===== src/rtl/esdi_serial_cmd_if.sv =====
// ESDI serial command/status engine: synchronised transfer_req/ack handshake, 17-bit command
// deserialiser and status serialiser. Optional handshake watchdog: ESDI_HANDSHAKE_TIMEOUT_EN.
module esdi_serial_cmd_if #(
    parameter int SYNC_STAGES    = 2,
    parameter int ACK_DELAY      = 4,
    parameter int TIMEOUT_CYCLES = 65536
) (
    input  logic        aclk,
    input  logic        aresetn,
    input  logic        esdi_transfer_req,
    input  logic        esdi_command_data,
    input  logic        esdi_drive_selected,
    output logic        esdi_transfer_ack,
    output logic        esdi_confstat_data,
    output logic [15:0] cmd_data,
    output logic        cmd_perr,
    output logic        cmd_valid,
    input  logic        cmd_ready,
    input  logic [15:0] resp_data,
    input  logic        resp_valid,
    output logic        resp_ready,
`ifdef ESDI_HANDSHAKE_TIMEOUT_EN
    output logic        hs_timeout,
`endif
    output logic        busy
);

    localparam int FILL_W = $clog2(SYNC_STAGES + 1);
    localparam int DLY_W  = (ACK_DELAY > 1) ? $clog2(ACK_DELAY) : 1;

    if (SYNC_STAGES < 2 || ACK_DELAY < 1 || TIMEOUT_CYCLES < 1) begin : g_param_check
        $error("esdi_serial_cmd_if: illegal parameter value");
    end

    typedef enum logic [2:0] {
        IDLE, C_ACK, C_WAIT_REQ, C_DELIVER, S_WAIT_REQ, S_SETUP, S_ACK
    } state_t;

    state_t state, state_nx;

    logic [SYNC_STAGES-1:0] req_sync, data_sync;
    logic [FILL_W-1:0]      fill_cnt;
    logic                   req_prev;
    logic                   req_s, data_s, req_rise;

    logic [4:0]       cnt, cnt_nx;
    logic [16:0]      cmd_sr, cmd_sr_nx;
    logic [16:0]      tx_sr, tx_sr_nx;
    logic             ack_q, ack_nx;
    logic             conf_q, conf_nx;
    logic             rready_q, rready_nx;
    logic [DLY_W-1:0] dly, dly_nx;

    always_ff @(posedge aclk or negedge aresetn) begin
        if (!aresetn) begin
            req_sync  <= '0;
            data_sync <= '0;
        end else begin
            req_sync  <= {req_sync[SYNC_STAGES-2:0], esdi_transfer_req};
            data_sync <= {data_sync[SYNC_STAGES-2:0], esdi_command_data};
        end
    end

    assign req_s  = req_sync[SYNC_STAGES-1];
    assign data_s = data_sync[SYNC_STAGES-1];

    // req_prev stays high until the chains hold real pin samples, so a req already
    // high at reset release must fall and rise again before it counts as an edge.
    always_ff @(posedge aclk or negedge aresetn) begin
        if (!aresetn) begin
            fill_cnt <= FILL_W'(SYNC_STAGES);
            req_prev <= 1'b1;
        end else if (fill_cnt != '0) begin
            fill_cnt <= fill_cnt - FILL_W'(1);
        end else begin
            req_prev <= req_s;
        end
    end

    assign req_rise = (fill_cnt == '0) && req_s && !req_prev;

`ifdef ESDI_HANDSHAKE_TIMEOUT_EN
    localparam int WD_W = $clog2(TIMEOUT_CYCLES + 1);
    logic [WD_W-1:0] wd;
    logic            wd_expire;
    logic            timeout_nx;

    assign wd_expire = (state != IDLE) && (state != C_DELIVER) && (wd == '0);

    always_ff @(posedge aclk or negedge aresetn) begin
        if (!aresetn) begin
            wd         <= WD_W'(TIMEOUT_CYCLES - 1);
            hs_timeout <= 1'b0;
        end else begin
            hs_timeout <= timeout_nx;
            if (state_nx != state)
                wd <= WD_W'(TIMEOUT_CYCLES - 1);
            else if (wd != '0)
                wd <= wd - WD_W'(1);
        end
    end
`endif

    always_ff @(posedge aclk or negedge aresetn) begin
        if (!aresetn) begin
            state    <= IDLE;
            cnt      <= '0;
            cmd_sr   <= '0;
            tx_sr    <= '0;
            ack_q    <= 1'b0;
            conf_q   <= 1'b0;
            rready_q <= 1'b0;
            dly      <= '0;
        end else begin
            state    <= state_nx;
            cnt      <= cnt_nx;
            cmd_sr   <= cmd_sr_nx;
            tx_sr    <= tx_sr_nx;
            ack_q    <= ack_nx;
            conf_q   <= conf_nx;
            rready_q <= rready_nx;
            dly      <= dly_nx;
        end
    end

    always_comb begin
        state_nx  = state;
        cnt_nx    = cnt;
        cmd_sr_nx = cmd_sr;
        tx_sr_nx  = tx_sr;
        ack_nx    = ack_q;
        conf_nx   = conf_q;
        rready_nx = 1'b0;
        dly_nx    = dly;
`ifdef ESDI_HANDSHAKE_TIMEOUT_EN
        timeout_nx = 1'b0;
`endif
        case (state)
            IDLE: begin
                if (esdi_drive_selected) begin
                    if (resp_valid && !req_s) begin
                        rready_nx = 1'b1;
                        tx_sr_nx  = {resp_data, ~^resp_data};
                        cnt_nx    = '0;
                        state_nx  = S_WAIT_REQ;
                    end else if (req_rise) begin
                        cmd_sr_nx = {16'b0, data_s};
                        cnt_nx    = 5'd1;
                        ack_nx    = 1'b1;
                        state_nx  = C_ACK;
                    end
                end
            end
            C_ACK: begin
                if (!req_s) begin
                    ack_nx   = 1'b0;
                    state_nx = (cnt < 5'd17) ? C_WAIT_REQ : C_DELIVER;
                end
            end
            C_WAIT_REQ: begin
                if (req_rise) begin
                    cmd_sr_nx = {cmd_sr[15:0], data_s};
                    cnt_nx    = cnt + 5'd1;
                    ack_nx    = 1'b1;
                    state_nx  = C_ACK;
                end
            end
            C_DELIVER: begin
                if (cmd_ready) begin
                    cnt_nx   = '0;
                    state_nx = IDLE;
                end
            end
            S_WAIT_REQ: begin
                if (req_rise) begin
                    conf_nx  = tx_sr[16];
                    tx_sr_nx = {tx_sr[15:0], 1'b0};
                    cnt_nx   = cnt + 5'd1;
                    dly_nx   = DLY_W'(ACK_DELAY - 1);
                    state_nx = S_SETUP;
                end
            end
            S_SETUP: begin
                if (dly == '0) begin
                    ack_nx   = 1'b1;
                    state_nx = S_ACK;
                end else begin
                    dly_nx = dly - DLY_W'(1);
                end
            end
            S_ACK: begin
                if (!req_s) begin
                    ack_nx = 1'b0;
                    if (cnt == 5'd17) begin
                        conf_nx  = 1'b0;
                        cnt_nx   = '0;
                        state_nx = IDLE;
                    end else begin
                        state_nx = S_WAIT_REQ;
                    end
                end
            end
            default: state_nx = IDLE;
        endcase

        // A finished command is still handed over even if the host deselects us.
        if (!esdi_drive_selected && state != C_DELIVER) begin
            state_nx  = IDLE;
            cnt_nx    = '0;
            ack_nx    = 1'b0;
            conf_nx   = 1'b0;
            rready_nx = 1'b0;
        end
`ifdef ESDI_HANDSHAKE_TIMEOUT_EN
        if (wd_expire) begin
            state_nx   = IDLE;
            cnt_nx     = '0;
            ack_nx     = 1'b0;
            conf_nx    = 1'b0;
            timeout_nx = 1'b1;
        end
`endif
    end

    assign esdi_transfer_ack  = ack_q & esdi_drive_selected;
    assign esdi_confstat_data = conf_q & esdi_drive_selected;
    assign cmd_data           = cmd_sr[16:1];
    assign cmd_valid          = (state == C_DELIVER);
    assign cmd_perr           = (state == C_DELIVER) && ~^cmd_sr;
    assign resp_ready         = rready_q;
    assign busy               = (state != IDLE);

endmodule


===== config.mk =====
export PLATFORM = sky130hd
export DESIGN_NAME = esdi_serial_cmd_if
export DESIGN_NICKNAME = d
export VERILOG_FILES = /design/src/rtl/esdi_serial_cmd_if.sv
export SDC_FILE = /design/constraint.sdc
export NUM_CORES = 1
export LEC_CHECK = 0
export BUFFER_PORTS_ARGS = -buffer_cell sky130_fd_sc_hd__buf_2
export CAP_MARGIN = 30
export CELL_PAD_IN_SITES_DETAIL_PLACEMENT = 0
export CELL_PAD_IN_SITES_GLOBAL_PLACEMENT = 2
export CORE_MARGIN = 4
export CORE_UTILIZATION = 39
export DETAILED_ROUTE_END_ITERATION = 12
export GPL_TIMING_DRIVEN = 0
export PLACE_DENSITY_LB_ADDON = 0.1
export RECOVER_POWER = 25
export SYNTH_ARGS = -nofsm -noshare
export SYNTH_HDL_FRONTEND = slang
export SYNTH_SLANG_ARGS = --single-unit

===== constraint.sdc =====
create_clock -name aclk -period 3.75 [get_ports aclk]
set_input_delay 0.375 -clock aclk [delete_from_list [all_inputs] [get_ports aclk]]
set_output_delay 0.375 -clock aclk [all_outputs]
set_load 0.01 [all_outputs]

### Yosys cells after proc, flatten, opt, wreduce, memory -nomap -nowiden

Cells that the tools add are included.

* bits in registers: 54
* input port bits: 23
* logic and storage cells: 123

* add/sub/neg operators: 3
* order comparisons: 1
* equality and inequality tests: 26
* mux-type cells: 49
* bitwise logic cells: 2
* reduce and logical (&&, ||, !) cells: 30

Operator list (count)
* two-way mux 17 bit: 7
* one-hot mux 17 bit (2 select lines): 2
* two-way mux 5 bit: 8
* two-way mux 3 bit: 10
* inequality test 3 bit (second input constant): 7
* one-hot mux 3 bit (7 select lines): 1
* one-hot mux 5 bit (4 select lines): 1
* XNOR reduction 17 bit: 1
* XNOR reduction 16 bit: 1
* two-way mux 1 bit: 15
* inequality test 2 bit (second input constant): 7
* AND reduction 5 bit: 2
* nonzero test 5 bit: 2
* equality test 3 bit (second input constant): 3
* AND reduction 4 bit: 2
* nonzero test 2 bit: 4
* AND reduction 7 bit: 1
* equality test 3 x 2 -> 1 bit (second input constant): 2
* inequality test 3 x 1 -> 1 bit (second input constant): 2
* inequality test 3 x 2 -> 1 bit (second input constant): 2
* AND reduction 6 bit: 1
* nonzero test 3 bit: 2
* adder 5 x 1 -> 5 bit (second input constant): 1
* equality test 5 bit (second input constant): 1
* other kinds (15): 26

### Longest topological paths before layout

Gate-level depths: netlist (run 1).

* word-level depth: 8
* depth in mapped cells: 9
* mapped depth without buffers: 7

### Least setup slack after synthesis (run 1)

No wires, ideal clock.

* kind: reg-to-reg
* start point: register fill_cnt[0]
* end point: register cmd_sr[10]
* setup time: 0.121 ns
* arrival: 1.768 ns
* required time: 3.629 ns
* setup slack: 1.861 ns
* cell stages (with the launch flop): 9
* buffers on the path: 2
* clock period less this slack: 1.889 ns
* cells stage by stage: dfrtp_1 -> inv_1 -> ha_1 -> nand3b_4 -> nand2b_4 -> or3_1 -> buf_2 -> buf_6 -> a22o_1

* word-level cells in the longest chain between the ends: 5
* elaborated cells on any way between the ends: 6

RTL lines
* start, declared: line 42 `logic [FILL_W-1:0] fill_cnt;`
* start signal, assigned: line 71 `fill_cnt <= FILL_W'(SYNC_STAGES);`
* start signal, assigned: line 74 `fill_cnt <= fill_cnt - FILL_W'(1);`
* zero test 2 bit (*): line 80 `assign req_rise = (fill_cnt == '0) && req_s && !req_prev;`
* logical AND 1 bit (*) (2 in a row): line 80
* inequality test 2 bit (no source line)
* AND reduction 5 bit (no source line) (*)
* end signal, assigned: line 117 `cmd_sr <= cmd_sr_nx;`
* end, declared: line 47 `logic [16:0] cmd_sr, cmd_sr_nx;`

Mark *: on every way between the ends. The rest lies on a longest branch, timed or not.
A chain may end at the register's enable or synchronous reset.

### Worst setup path after layout (run 1)

* start point: register cmd_sr[15]
* end point: output cmd_perr

* word-level cells in the longest chain between the ends: 2

RTL lines
* XNOR reduction 17 bit: line 229 `assign cmd_perr = (state == C_DELIVER) && ~^cmd_sr;`
* logical AND 1 bit: line 229
* end, declared: line 16 `output logic cmd_perr,`

No other way between the ends.

==> run summary, run 1 <==
GLOBAL ROUTE
--------------------------------------------------------------------------------------------------
First-pass GRT wire length                                                                11400 um
Antenna violations before repair                                                                 0
Maximum number of pins on one net before global-route repair                                    34
Via count of the first global-routing pass                                                    2247
Grt ovf                                                                                          0
Total global routing track utilization                                                       14.5%

FLOORPLAN
--------------------------------------------------------------------------------------------------
Core outline area                                                                     0.00769 sq mm
Die footprint                                                                         0.00935 sq mm
Chip width                                                                                 96.7 um
Die span in y                                                                              96.7 um
Boundary pin count                                                                              45
Std cell rows                                                                                   32
Initial core utilization                                                                     39.9%

DRT
--------------------------------------------------------------------------------------------------
Vias per cell                                                                                 4.93
Wirelength per Cell                                                                        14.5 um
Number of nets with antenna violations after detailed routing                                    0
Detailed-route DRC error count                                                                   0
Router iterations before antenna repair                                                          4
Vias                                                                                          2241
Wirelength, routed                                                                         6580 um
DR iter-0 viols                                                                                 84

PLACED DESIGN
--------------------------------------------------------------------------------------------------
Routability-driven placement congestion ratio                                                0.777
Count of input and output buffers                                                               44
Placement Cell Area                                                                   0.00344 sq mm
Worst-case setup slack after placement                                                     1.58 ns
Placed wire-length estimate                                                                4820 um

LAYOUT
--------------------------------------------------------------------------------------------------
Area growth, synth to finish                                                                 15.4%
Post-layout util                                                                             46.1%
Inserted Diodes                                                                                  0
Leading cell type in the layout, fill and taps excluded                               sky130_fd_sc_hd__dfrtp_1
Fraction of final layout cells sized beyond drive strength 1                                 26.1%
Area of all placed cells without fillers                                              0.00354 sq mm
NumNets Final                                                                                  379
Top library cells by usage in the layout, fill and taps aside                         sky130_fd_sc_hd__dfrtp_1, sky130_fd_sc_hd__buf_2, sky130_fd_sc_hd__xnor2_1

CLOCK NETWORK
--------------------------------------------------------------------------------------------------
CTS tree                                                                                      done
Buffer levels on the longest clock path                                                          2
CTS-repair resized insts                                                                         0
Later-pin clock latency in the skew report                                                 0.31 ns
Clock transition time at the flip-flop clock pins of the worst setup and hold paths        0.11 ns
TritonCTS buffer count                                                                           5
Root Buffer                                                                           sky130_fd_sc_hd__clkbuf_8
Setup repair bufs after CTS                                                                      0
Total clock sinks                                                                               54
# H-tree levels                                                                                  2
Count of hold-fix buffers inserted at cts                                                        0

SETUP PATH
--------------------------------------------------------------------------------------------------
Endpoint type of the worst setup path                                                   output pin
Cell repeated most along the worst path                                               sky130_fd_sc_hd__xnor2_1
Worst reg-to-reg path cell count                                                                 6
Family with the most delay on the worst path                                          XOR/XNOR gates
Required time of the worst setup path                                                      3.38 ns
Crit start category                                                                      flip-flop
Critical-path cell with the highest stage delay                                       sky130_fd_sc_hd__dfrtp_1
Reg-to-reg critical path endpoint                                                           cnt[3]
Max FO, Critical Path                                                                            4
Cell count along the critical path                                                               6
Arrival time at the worst endpoint                                                         1.89 ns
FF-to-FF setup slack                                                                       1.59 ns
Worst-path cell chain                                                                 xor2_1 > xnor2_1 > xnor3_1 > xnor2_1 > nor2_1 > buf_2
Worst flop-to-flop path startpoint                                                          cnt[0]
Critical setup path kind                                                                reg -> out
Worst Path Buf+Inv                                                                               1
Stage delay of the slowest cell on the critical path                                       0.43 ns

TIMING
--------------------------------------------------------------------------------------------------
Hold violation total from the final report                                                       0
Worst-Margin Slew                                                                          2.01 ns
Worst clock skew                                                                        0.00919 ns
Unrepaired setup endpoints after global routing                                              false
Tmin final                                                                                 2.26 ns
Setup TNS Final                                                                               0 ns
Slack of the critical path                                                                 1.49 ns
Tightest slew margin relative to the limit                                                  -34.3%
Max-slew violation count                                                                        33
Share of the clock period used by the worst path                                             60.3%
Total setup violations reported at the end of the flow                                           0
Max Freq                                                                                   442 MHz

SYNTHESIS
--------------------------------------------------------------------------------------------------
Total of warnings raised by yosys                                                                0
Seq cells post-synth                                                                            54
Top-area cell type share of the netlist area                                                 42.4%
Syn_area_per_cell                                                                       10.2 sq um
Net count of the mapped netlist                                                                327
Area contributors post-synth                                                          sky130_fd_sc_hd__dfrtp_1, sky130_fd_sc_hd__xnor2_1, sky130_fd_sc_hd__mux2i_1
Share of the yosys chip area belonging to registers                                          44.1%
Post-synth EDFFs                                                                                 0
Synthesized cell area                                                                 0.00307 sq mm
Dominant synthesized flop cell                                                        sky130_fd_sc_hd__dfrtp_1
Number of instances in the synthesized netlist                                                 300
Count of cell types in the netlist                                                              55
Cell taking the most area after synthesis                                             sky130_fd_sc_hd__dfrtp_1
Async set or reset register ratio after synthesis                                             100%

POWER AND IR DROP
--------------------------------------------------------------------------------------------------
Pwr Density                                                                            569 mW/mm^2
Static leakage                                                                             1.61 nW
Overall power after layout                                                                 2.01 mW
Maximum vdd ir drop                                                                     0.000234 V

HOLD PATH
--------------------------------------------------------------------------------------------------
HP Start                                                                              esdi_transfer_req
Path class of the lowest-slack min-delay path                                            in -> reg
Worst hold path depth                                                                            1
Endpoint with the worst hold slack                                                     req_sync[0]

JOB
--------------------------------------------------------------------------------------------------
Max-Cap Viols                                                                                    1

RUN STATUS
--------------------------------------------------------------------------------------------------
Run status                                                                            finished with violations
Violated checks                                                                       max-capacitance violations, max-slew violations

[metrics by stage]
| step | cells | hold WS [ns] |
|---|---|---|
| final | 455 | 0.172 |
| after global routing | 455 | 0.158 |
| after CTS | 455 | 0.157 |
| after detailed placement | 447 | 0.339 |
| after global placement | 446 | 0.334 |
| after floorplan | 300 | 0.0794 |
[kinds of logic (layout without fill, tap and decap cells)]
kind of cell	Yosys count	after routing	share of synthesized area (%)
XOR/XNOR	31	31	9.29
buffers and inverters	42	95	8.11
flip-flops	54	54	44.1
adder cells (fa/ha/maj)	4	4	1.63
AND/OR/NAND/NOR	73	73	13.3
AO/OA/AOI/OAI	76	76	16.9
multiplexers	20	20	6.64
[per-layer routing]
layer	up-vias	global-route usage [%]	part of all wire (%)
met3	2	2.67	2.5
met1	1076	22.0	52
met2	26	21.8	45
met5	-	0	0
met4	0	2.92	0.49
li1	1137	-	-
[sequential cells by signal (all words and copies together) (netlist names)]
signal	flops
fill_cnt	2
state	3
dly	2
data_sync	2
cmd_sr	17
ack_q	1
req_prev	1
req_sync	2
resp_ready	1
conf_q	1
tx_sr	17
cnt	5
[where the power goes]
group / switching, mW / internal [mW] / leakage (nW)
clock network: 0.206 / 0.139 / 0.0502
logic: 0.462 / 0.384 / 0.887
registers: 0.0962 / 0.726 / 0.677
total: 0.764 / 1.25 / 1.61
[worst max path at each step]
| stage | from | slack (ns) | to |
|---|---|---|---|
| finish | cmd_sr[15] | 1.49 | cmd_perr |
| global route | cmd_sr[15] | 1.39 | cmd_perr |
| floorplan | fill_cnt[0] | 1.86 | cmd_sr[10] |
| global placement | cnt[0] | 1.63 | cnt[3] |
| CTS | cmd_sr[15] | 1.46 | cmd_perr |
| detailed placement | cnt[0] | 1.58 | cnt[3] |
[synth_stat cells (all sizes together), types with 2 or more instances]
cell type / count
a21boi: 2
o221ai: 2
nor2: 25
buf: 29
nand2: 13
inv: 11
nor3b: 2
o21ai: 12
nand2b: 7
o21a: 3
mux2i: 17
o31ai: 4
dfrtp: 52
a22o: 17
ha: 4
clkbuf: 2
and2: 2
or2: 3
nand3b: 2
xor2: 3
or3: 2
nand3: 2
dfstp: 2
o311ai: 2
xnor2: 27
nor3: 5
nor2b: 5
a22oi: 2
a21oi: 24
mux2: 3
[final cells by class]
class / count / area, sq um
Sequential cell: 54 / 1350
Inverter: 11 / 41.3
Tap cell: 102 / 128
Timing Repair Buffer: 45 / 246
Fill cell: 808 / 4150
Clock buffer: 5 / 68.8
Buffer: 31 / 208
Clock inverter: 3 / 28.8
Multi-Input combinational cell: 204 / 1470
Power figures use the tool's default switching activity.
==> run 2: changes to the inputs <==
--- a/config.mk
+++ b/config.mk
@@ -10,7 +10,7 @@
 export CELL_PAD_IN_SITES_DETAIL_PLACEMENT = 0
 export CELL_PAD_IN_SITES_GLOBAL_PLACEMENT = 2
 export CORE_MARGIN = 4
-export CORE_UTILIZATION = 39
+export CORE_UTILIZATION = 33
 export DETAILED_ROUTE_END_ITERATION = 12
 export GPL_TIMING_DRIVEN = 0
 export PLACE_DENSITY_LB_ADDON = 0.1
==> constraint.sdc (replaced) <==
create_clock -name aclk -period 2 [get_ports aclk]
set_input_delay 0.2 -clock aclk [delete_from_list [all_inputs] [get_ports aclk]]
set_output_delay 0.2 -clock aclk [all_outputs]
set_load 0.01 [all_outputs]
==> run summary, run 2 (synthesis gave the netlist of run 1 again) <==
RUN STATUS
--------------------------------------------------------------------------------------------------
Run status                                                                            complete, no violations

FLOORPLAN
--------------------------------------------------------------------------------------------------
Core outline area                                                                     0.00889 sq mm
Std cell rows                                                                                   34
Boundary pin count                                                                              45
Die footprint                                                                         0.0109 sq mm
Die span in y                                                                               104 um
Initial core utilization                                                                     34.5%
Chip width                                                                                  104 um

DRT
--------------------------------------------------------------------------------------------------
Number of nets with antenna violations after detailed routing                                    0
Vias                                                                                          2342
Vias per cell                                                                                 4.95
Router iterations before antenna repair                                                          4
Detailed-route DRC error count                                                                   0
DR iter-0 viols                                                                                 82
Wirelength, routed                                                                         6880 um
Wirelength per Cell                                                                        14.5 um

LAYOUT
--------------------------------------------------------------------------------------------------
Top library cells by usage in the layout, fill and taps aside                         sky130_fd_sc_hd__dfrtp_1, sky130_fd_sc_hd__buf_2, sky130_fd_sc_hd__buf_4
NumNets Final                                                                                  391
Area growth, synth to finish                                                                 21.5%
Final Instance Count excl. Fillers                                                             473
Biggest regs                                                                          cmd_sr (17), tx_sr (17), cnt (5)
Fraction of final layout cells sized beyond drive strength 1                                 30.1%
Leading cell type in the layout, fill and taps excluded                               sky130_fd_sc_hd__dfrtp_1
Count of fill cells added during filler insertion                                              872
Area of all placed cells without fillers                                              0.00373 sq mm
Inserted Diodes                                                                                  0

PLACED DESIGN
--------------------------------------------------------------------------------------------------
Placed wire-length estimate                                                                5020 um
Placement Cell Area                                                                   0.00344 sq mm
Routability-driven placement congestion ratio                                                0.764
Cell count after placement                                                                     453
Count of input and output buffers                                                               44

GLOBAL ROUTE
--------------------------------------------------------------------------------------------------
GR Util met1                                                                                 19.0%
Met2 GRT Util                                                                                18.7%
First-pass GRT wire length                                                                11500 um
Antenna violations before repair                                                                 0
Total global routing track utilization                                                       12.6%
Grt ovf                                                                                          0
Met3 GRT Util                                                                                2.73%
Maximum number of pins on one net before global-route repair                                    39
GRT busiest layer                                                                             met1
Via count of the first global-routing pass                                                    2303

TIMING
--------------------------------------------------------------------------------------------------
Setup TNS Final                                                                               0 ns
Max-slew violation count                                                                         0
Worst clock skew                                                                        0.00940 ns
Max Freq                                                                                   501 MHz
Worst-Margin Slew                                                                          1.01 ns
Tmin final                                                                                 1.99 ns
Hold slack final                                                                          0.220 ns
Unrepaired setup endpoints after global routing                                               true
Hold violation total from the final report                                                       0
Total setup violations reported at the end of the flow                                           0
Tightest slew margin relative to the limit                                                   32.8%
Share of the clock period used by the worst path                                             99.7%

SETUP PATH
--------------------------------------------------------------------------------------------------
Critical-path cell with the highest stage delay                                       sky130_fd_sc_hd__xnor3_1
Worst-path cell chain                                                                 xor2_1 > xnor2_1 > xnor3_1 > xnor2_1 > nor2_1 > buf_2
Cell repeated most along the worst path                                               sky130_fd_sc_hd__xnor2_1
Endpoint type of the worst setup path                                                   output pin
FF-to-FF setup slack                                                                       0.07 ns
Max FO, Critical Path                                                                            2
Family with the most delay on the worst path                                          XOR/XNOR gates
Stage delay of the slowest cell on the critical path                                       0.42 ns
Arrival time at the worst endpoint                                                         1.79 ns
Worst Path Buf+Inv                                                                               1
Worst setup path start                                                                   cmd_sr[0]
Crit start category                                                                      flip-flop
Worst flop-to-flop path startpoint                                                     req_sync[1]
Required time of the worst setup path                                                      1.80 ns
Critical setup path kind                                                                reg -> out

CLOCK NETWORK
--------------------------------------------------------------------------------------------------
# H-tree levels                                                                                  2
CTS tree                                                                                      done
Clock transition time at the flip-flop clock pins of the worst setup and hold paths        0.10 ns
Later-pin clock latency in the skew report                                                 0.30 ns
Root Buffer                                                                           sky130_fd_sc_hd__clkbuf_8
TritonCTS buffer count                                                                           5
Buffer levels on the longest clock path                                                          2
Total clock sinks                                                                               54

HOLD PATH
--------------------------------------------------------------------------------------------------
HP Start                                                                              resp_data[5]
Path class of the lowest-slack min-delay path                                            in -> reg

JOB
--------------------------------------------------------------------------------------------------
Max-Cap Viols                                                                                    0

POWER AND IR DROP
--------------------------------------------------------------------------------------------------
Pwr Density                                                                           1090 mW/mm^2
Overall power after layout                                                                 4.08 mW
Static leakage                                                                             1.69 nW
Maximum vdd ir drop                                                                     0.000392 V

[run 2: cell types whose count changed in the layout (fill, tap and decap cells not counted), sizes merged]
cell | previous run | this run
buf | 73 | 81
bufinv | 0 | 2
clkbuf | 8 | 10
clkinv | 2 | 0
dlygate4sd3 | 0 | 3
inv | 12 | 11
[run 2: report_power, final]
part	internal (mW)	total [mW]	switching (mW)
clock network	0.534	0.888	0.354
logic	0.762	1.64	0.882
registers	1.36	1.54	0.180
[run 2: final cells by class]
cell class / count / area [sq um] / share of cell area (%)
Buffer: 31 / 210 / 5.64
Sequential cell: 54 / 1360 / 36.4
Clock buffer: 6 / 82.6 / 2.21
Timing Repair Buffer: 57 / 324 / 8.69
Multi-Input combinational cell: 204 / 1520 / 40.8
Clock inverter: 2 / 60.1 / 1.61
Tap cell: 108 / 135 / 3.62
Inverter: 11 / 41.3 / 1.11
[run 2: repair_timing]
action                                  4_1_cts  5_1_grt
buffers inserted                              5        4
hold buffers                                  2        1
pin swaps                                     1        3
cloned                                        0        0
hold endpoints to repair                     17        1
endpoints found under the setup margin       14       17
resized for setup                             6       10
[run 2: tightest hold or removal path: cells and delay by family]
family | cells | cell delay, ns
buffers and inverters | 1 | 0.10
multiplexers | 1 | 0.06
AO/OA/AOI/OAI | 1 | 0.13
[run 2: worst paths after layout]
check	endpoint	depth (start not counted)
max	cmd_perr	6
max in group asynchronous	req_prev	3
min reg2reg	data_sync[1]	0
max reg2reg	cnt[4]	5
min in group asynchronous	cnt[3]	2
min	tx_sr[6]	3
[run 2: metrics by stage]
step	worst slack (ns)	util, %
after floorplan	0.111	-
after global placement	-0.142	38.5
after detailed placement	-0.167	38.7
after CTS	-0.0203	41.4
after global routing	-0.137	42.0
final	0.00554	42.0
[run 2: metal layers]
layer / wire length [um] / vias to the layer above / part of all wire (%)
met4: 23 / 0 / 0.33
met5: 0 / - / 0
li1: - / 1156 / -
met1: 3540 / 1141 / 51
met3: 312 / 2 / 4.5
met2: 3000 / 43 / 44
